`src/rtl/checkpoint_monitor.sv`:
```
// Programmable checkpoint table: after start, compares a selected probe channel
// against a masked expected value at cycle-exact points and tallies pass/fail.
module checkpoint_monitor #(
  parameter int DATA_W = 16,
  parameter int NUM_CH = 4,
  parameter int SEL_W  = 2,
  parameter int DEPTH  = 64,
  parameter int ADDR_W = 6,
  parameter int CNT_W  = 16
) (
  input  logic                     CLK,
  input  logic                     Reset,
  input  logic                     cfg_we,
  input  logic [ADDR_W-1:0]        cfg_addr,
  input  logic [CNT_W-1:0]         cfg_delay,
  input  logic [SEL_W-1:0]         cfg_ch,
  input  logic [DATA_W-1:0]        cfg_value,
  input  logic [DATA_W-1:0]        cfg_mask,
  input  logic                     cfg_last,
  input  logic                     start,
  input  logic                     abort,
  input  logic [NUM_CH*DATA_W-1:0] probe_data,
  output logic                     busy,
  output logic                     done,
  output logic [CNT_W-1:0]         pass_count,
  output logic [CNT_W-1:0]         fail_count,
  output logic [ADDR_W-1:0]        cur_idx,
  output logic                     check_pulse,
  output logic                     check_pass,
  output logic                     first_fail_valid,
  output logic [ADDR_W-1:0]        first_fail_idx,
  output logic [DATA_W-1:0]        first_fail_actual
);

  typedef enum logic [1:0] {S_IDLE, S_WAIT, S_DONE} state_t;

  typedef struct packed {
    logic [CNT_W-1:0]  delay;
    logic [SEL_W-1:0]  ch;
    logic [DATA_W-1:0] value;
    logic [DATA_W-1:0] mask;
    logic              last;
  } entry_t;

  entry_t table_q [DEPTH];

  state_t              state_q, state_d;
  logic [ADDR_W-1:0]   idx_q, idx_d;
  logic [CNT_W-1:0]    timer_q, timer_d;
  logic [CNT_W-1:0]    pass_q, pass_d;
  logic [CNT_W-1:0]    fail_q, fail_d;
  logic                pulse_q, pulse_d;
  logic                cpass_q, cpass_d;
  logic                ffv_q, ffv_d;
  logic [ADDR_W-1:0]   ffi_q, ffi_d;
  logic [DATA_W-1:0]   ffa_q, ffa_d;

  entry_t              cur_e;
  logic [ADDR_W-1:0]   idx_nxt;
  logic [DATA_W-1:0]   probe_sel;
  logic                ch_ok;
  logic                cmp_pass;
  logic                end_run;

  // Table is plain RAM: no reset, and frozen while a run is in flight.
  always_ff @(posedge CLK) begin
    if (cfg_we && state_q != S_WAIT && 32'(cfg_addr) < DEPTH) begin
      table_q[cfg_addr] <= '{cfg_delay, cfg_ch, cfg_value, cfg_mask, cfg_last};
    end
  end

  assign cur_e   = table_q[idx_q];
  assign idx_nxt = idx_q + ADDR_W'(1);
  assign end_run = cur_e.last || (32'(idx_q) == DEPTH - 1);

  // Out-of-range channels read as zero and always fail.
  always_comb begin
    probe_sel = '0;
    ch_ok     = 32'(cur_e.ch) < NUM_CH;
    for (int k = 0; k < NUM_CH; k++) begin
      if (32'(cur_e.ch) == k) probe_sel = probe_data[k*DATA_W +: DATA_W];
    end
    cmp_pass = ch_ok && (((probe_sel ^ cur_e.value) & cur_e.mask) == '0);
  end

  always_comb begin
    state_d = state_q;
    idx_d   = idx_q;
    timer_d = timer_q;
    pass_d  = pass_q;
    fail_d  = fail_q;
    pulse_d = 1'b0;
    cpass_d = cpass_q;
    ffv_d   = ffv_q;
    ffi_d   = ffi_q;
    ffa_d   = ffa_q;
    case (state_q)
      S_IDLE, S_DONE: begin
        if (start) begin
          state_d = S_WAIT;
          idx_d   = '0;
          timer_d = table_q[0].delay;
          pass_d  = '0;
          fail_d  = '0;
          cpass_d = 1'b0;
          ffv_d   = 1'b0;
          ffi_d   = '0;
          ffa_d   = '0;
        end
      end
      S_WAIT: begin
        if (abort) begin
          state_d = S_IDLE;
        end else if (timer_q != '0) begin
          timer_d = timer_q - CNT_W'(1);
        end else begin
          pulse_d = 1'b1;
          cpass_d = cmp_pass;
          if (cmp_pass) begin
            if (pass_q != '1) pass_d = pass_q + CNT_W'(1);
          end else begin
            if (fail_q != '1) fail_d = fail_q + CNT_W'(1);
            if (!ffv_q) begin
              ffv_d = 1'b1;
              ffi_d = idx_q;
              ffa_d = probe_sel;
            end
          end
          // Next entry's delay loads on the compare edge so delay 0 runs back-to-back.
          if (end_run) begin
            state_d = S_DONE;
          end else begin
            idx_d   = idx_nxt;
            timer_d = table_q[idx_nxt].delay;
          end
        end
      end
      default: state_d = S_IDLE;
    endcase
  end

  always_ff @(posedge CLK or posedge Reset) begin
    if (Reset) begin
      state_q <= S_IDLE;
      idx_q   <= '0;
      timer_q <= '0;
      pass_q  <= '0;
      fail_q  <= '0;
      pulse_q <= 1'b0;
      cpass_q <= 1'b0;
      ffv_q   <= 1'b0;
      ffi_q   <= '0;
      ffa_q   <= '0;
    end else begin
      state_q <= state_d;
      idx_q   <= idx_d;
      timer_q <= timer_d;
      pass_q  <= pass_d;
      fail_q  <= fail_d;
      pulse_q <= pulse_d;
      cpass_q <= cpass_d;
      ffv_q   <= ffv_d;
      ffi_q   <= ffi_d;
      ffa_q   <= ffa_d;
    end
  end

  assign busy              = (state_q == S_WAIT);
  assign done              = (state_q == S_DONE);
  assign pass_count        = pass_q;
  assign fail_count        = fail_q;
  assign cur_idx           = idx_q;
  assign check_pulse       = pulse_q;
  assign check_pass        = cpass_q;
  assign first_fail_valid  = ffv_q;
  assign first_fail_idx    = ffi_q;
  assign first_fail_actual = ffa_q;

endmodule

```
`config.mk`:
```
export PLATFORM = sky130hd
export DESIGN_NAME = checkpoint_monitor
export DESIGN_NICKNAME = d
export VERILOG_FILES = /design/src/rtl/checkpoint_monitor.sv
export SDC_FILE = /design/constraint.sdc
export NUM_CORES = 2
export LEC_CHECK = 0
export ABC_AREA = 1
export CORE_ASPECT_RATIO = 1.75
export CORE_MARGIN = 4
export CORE_UTILIZATION = 41
export DETAILED_ROUTE_END_ITERATION = 10
export HOLD_SLACK_MARGIN = 0.1
export RECOVER_POWER = 100
export SLEW_MARGIN = 0
export SYNTH_ARGS = -nofsm -noshare
export SYNTH_HDL_FRONTEND = slang
export SYNTH_SLANG_ARGS = --single-unit
```
`constraint.sdc`:
```
create_clock -name CLK -period 6.3 [get_ports CLK]
set_clock_uncertainty 0.2 [all_clocks]
set_input_delay 1.26 -clock CLK [delete_from_list [all_inputs] [get_ports CLK]]
set_output_delay 1.26 -clock CLK [all_outputs]
set_load 0.05 [all_outputs]
```
== After elaboration in Yosys (flattened, before gate mapping) ==
Memories as Yosys holds them, arrays and structs flattened.
Index checks and enable logic that the tools add are counted.
Word-level totals
  latch bits: 0
  bits in read-only memories: 0
  logic and storage cells: 107
  memory bits (writable): 3264
  input port bits: 126
  flip-flop bits (word level): 81
  memories kept: 1
  output and inout bits: 65
Operators by class
  $lt $le $gt $ge: 0
  muxes and demuxes: 53
  equality and inequality tests: 21
  multiply operators: 0
  add/subtract/negate cells: 4
  bitwise gates (word level): 2
  shift operators: 0
  div/mod/pow operators: 0
  reduce and logical (&&, ||, !) cells: 16
Memory list
  table_q: words 64, bits a word 51, read ports 3, clocked after memory_dff 0, write ports 1, RTL line 45  | entry_t table_q [DEPTH];
Operator list (number)
  16-bit 2-to-1 mux: 21
  16-bit case mux with 2 select lines: 4
  6-bit 2-to-1 mux: 8
  16-bit by 1-bit adder with 16-bit output (second input constant): 2
  16-bit != test (second input constant): 2
  6-bit case mux with 2 select lines: 2
  6-bit AND reduction: 3
  16-bit AND: 1
  16-bit logical NOT: 1
  16-bit nonzero test: 1
  16-bit by 1-bit subtractor with 16-bit output (second input constant): 1
  16-bit XOR: 1
  2-bit != test (second input constant): 6
  1-bit 2-to-1 mux: 11
  5-bit AND reduction: 2
  2-bit 2-to-1 mux: 4
  2-bit by 1-bit != test with 1-bit output (second input constant): 4
  4-bit AND reduction: 2
  6-bit by 1-bit adder with 6-bit output (second input constant): 1
  2-bit equality test (second input constant): 3
  6-bit equality test (second input constant): 1
  3-bit by 2-bit != test with 1-bit output (second input constant): 2
  2-bit by 1-bit equality test with 1-bit output (second input constant): 2
  2-bit logical NOT: 2
  other kinds (8): 9

== Longest topological paths before layout ==
An unclocked memory read counts as a cell.
  depth after elaboration: 13
  gate-level depth with buffers: 29
  depth with buffers taken out: 25

== Worst setup path before layout ==
No wires, ideal clock.
  path kind: input -> register
  start point: in cfg_addr[4]
  end point: mem table_q[11][0] in the netlist's numbering, enable pin
  cell stages on the path: 3
  setup time: 0.523 ns
  buffers on the path: 0
  data required time: 5.577 ns
  slack: 0.464 ns
  arrival: 5.113 ns
  cell sequence: inv_1 -> nand3_1 -> nor3_1
RTL lines
  start: declaration: RTL line 14  | input logic [ADDR_W-1:0] cfg_addr,
  end: declaration: RTL line 45
No word-level cell before the write port.

== Worst setup path in the final report ==
  start point: in cfg_we
  end point: mem table_q[9][34] in the netlist's numbering, enable pin
Between the ends
  longest elaborated chain between the ends: 3
Ends and longest elaborated chain
  start: declaration: RTL line 13  | input logic cfg_we,
  1-bit logical AND: RTL line 67  | if (cfg_we && state_q != S_WAIT && 32'(cfg_addr) < DEPTH) begin
  1-bit 2-to-1 mux: RTL line 67
  1-bit 2-to-1 mux (implied by the code): RTL line 68  | table_q[cfg_addr] <= '{cfg_delay, cfg_ch, cfg_value, cfg_mask, cfg_last};
No other way between the ends.

==> flow_summary.yaml <==
worst_setup_path:
  path_max_fanout: 24
  required_ns: 6.58
  crit_slowest_cell: "nor2_1"
  arrival_ns: 6.46
  reg2regPathDepth: 8
  crit_type: "in2reg"
  endpoint_kind: "flop"
  start_kind: "primary input"
  cp_slowest_stage_delay_ns: 2.18
  cp_cell_sequence: "dlygate4sd3_1, nand2_1, clkinv_1, nand2_1, nor2_1, clkbuf_2"
  crit_top_cell: "nand2_1"
yosys:
  synth.avg_cell_area_sq_um: 12.9
  syn_inst: 10500
  ys_warn_count: 0
  synth.top_cell.area_share_pct: 72.3
  synthTopCellsByCount: "edfxtp_1, nand2_1, nand3_1, nor2_1, o21ai_0"
  ys_seq_area_share_pct: 73.8
  synth_top_area_cell: "edfxtp_1"
  synth_area_leaders: "edfxtp_1, nand3_1, nand2_1"
  syn_area_sq_um: 136000
  ys_types: 51
  ys_async_sr_fraction_pct: 2.42
  synth_edf_count: 3264
  synth.most_common_cell: "edfxtp_1"
  syn_nets: 10700
  ys_ff_latch: 3345
  yosys_most_used_dff: "edfxtp_1"
global_route:
  grt_max_degree: 164
  overflow: 0
  grt_first_pass_wirelength_um: 637000
  antenna_found_initial: 26
  grt_pass1_vias: 87400
  grtUsageTotal_pct: 25.7
run:
  maxCapViolCount: 172
die:
  start_util_pct: 41.1
  io_pins: 191
  die_area_sq_um: 340000
  die_w_um: 443
  rows: 279
  fp.dieH_um: 769
  coreArea_sq_um: 330000
final_layout:
  area_delta_synth_final_pct: 11.4
  nets: 10700
  drive_gt1_share_pct: 6.50
  fin_area_sq_um: 151000
sta:
  fmax_ghz: 0.162
  fin_crit_sh_pct: 98.2
  worst_pin_slew_ns: 4.39
  finalHoldViolCount: 0
  drv_slew: 6476
  fin_crit_ns: 6.19
  finalSetupTns_ns: 0
  setup_violations: 0
  grt_setup_unrepaired: "no"
  worst_slew_margin_rel_pct: -192
cts:
  ctsHoldBuffers: 0
  post_cts_resized: 0
  clock_path_buffers: 4
  post_cts_buffers: 0
  numCtsBuffers: 297
  clk_pin_slew_worst_paths_ns: 0.06
  clk_latency_ns: 0.89
  htree_levels: 5
  root_buffer: "clkbuf_16"
  cts_tree: "yes"
  numClockSinks: 3345
worst_hold_path:
  hp-class: "reg2reg"
  hold_depth: 2
placement:
  port_buffers: 190
  gp_congestion: 0.910
  dpl_cell_area_sq_um: 143000
  dpl.hpwl_um: 245000
routing:
  ant_nets: 0
  wire_per_inst_um: 29.9
  drt_pre_antenna_iters: 8
  routed_via_density: 6.00
  vias: 91200
  drtIter0Drc: 10900
  drt-total-wl_um: 454000
  drc: 0
outcome:
  violations: "capacitance limit, slew limit"
  status: "finished, violations left"
power_and_ir_drop:
  power.density_nw_per_um2: 420
  ir_worst_vdd_v: 0.000328
  p_leak_nw: 49.9
-- path summary, 6_finish.rpt --
path | startpoint | slack, ns | to
setup / recovery | cfg_we | 0.11 | table_q[9][34]$_DFFE_PP_
hold / removal | first_fail_actual[2]$_DFFE_PP0P_ | 0.27 | first_fail_actual[2]$_DFFE_PP0P_
setup reg to reg | state_q[0]$_DFFE_PP0P_ | 0.29 | table_q[9][34]$_DFFE_PP_
hold reg to reg | first_fail_actual[2]$_DFFE_PP0P_ | 0.27 | first_fail_actual[2]$_DFFE_PP0P_
max in group asynchronous | Reset | 1.46 | cur_idx[1]$_DFFE_PP0P_
min in group asynchronous | Reset | 1.46 | fail_count[5]$_DFFE_PP0P_
-- critical path: cells and delay by family --
family                 cells  cell delay [ns]
and+or+nand+nor            3             2.86
buffers and inverters      3             2.27
-- cells by family after synthesis --
family / after synthesis / synth area share (%)
xor+xnor: 27 / 0.174
mux: 211 / 1.56
fa+ha+maj: 5 / 0.0462
flops: 3345 / 73.8
compound gates: 1636 / 7.52
buf+inv: 926 / 3.22
simple gates: 4372 / 13.7
-- layer usage --
layer / wire [um] / track usage (%) / vias to the layer above
met5: 56 / 0 / -
met4: 32600 / 15.8 / 12
met3: 37200 / 3.84 / 1290
met2: 227000 / 45.0 / 5065
met1: 157000 / 29.8 / 45900
li1: - / - / 38900
-- layout make-up --
| type | instances | area (sq um) |
|---|---|---|
| flip-flops and latches | 3345 | 100000 |
| fillers | 29100 | 179000 |
| multi-input cells | 6251 | 31300 |
| diodes | 16 | 40.0 |
| well taps | 4355 | 5450 |
| repair buffers | 505 | 4050 |
| clock inverters | 155 | 1360 |
| inverters | 202 | 810 |
| clock buffers | 364 | 7900 |
-- flip-flops by register name, summed over array words and instances (netlist names), 2 cells and up --
name / count
pass_count: 16
timer_q: 16
fail_count: 16
first_fail_actual: 16
cur_idx: 6
table_q: 3264
first_fail_idx: 6
state_q: 2
-- per-stage QoR --
| step | instances | total power, mW | hold slack (ns) | worst slack [ns] | utilization, % |
|---|---|---|---|---|---|
| after floorplan | 10500 | 39.0 | 0.303 | 0.464 | - |
| after global placement | 14700 | 45.4 | 0.287 | 1.01 | 43.5 |
| after detailed placement | 14700 | 45.7 | 0.264 | 1.03 | 43.5 |
| after CTS | 15200 | 63.4 | 0.279 | 0.557 | 46.3 |
| after global routing | 15200 | 66.1 | 0.300 | 0.244 | 45.8 |
| final | 15200 | 63.4 | 0.274 | 0.114 | 45.8 |
-- power breakdown --
part	leakage (nW)	internal [mW]	switching, mW
Clock	4.50	9.77	8.17
Combinational	15.0	6.03	14.5
Sequential	30.4	24.6	0.240
Total	49.9	40.4	22.9
-- placed cells by master (no fill, tap or decap), types with 60 or more instances in the layout --
cell,instances
a211oi_1,60
a21oi_1,252
a32o_1,68
buf_4,146
clkbuf_1,181
clkbuf_16,307
clkdlybuf4s50_1,72
dfrtp_1,76
dlygate4sd3_1,68
edfxtp_1,3264
inv_1,187
mux2i_1,211
nand2_1,1705
nand3_1,1355
nor2_1,1134
o211ai_1,67
o21ai_0,681
o21ai_1,135
o221ai_1,242
No activity file was read; power rests on OpenSTA's default activity.
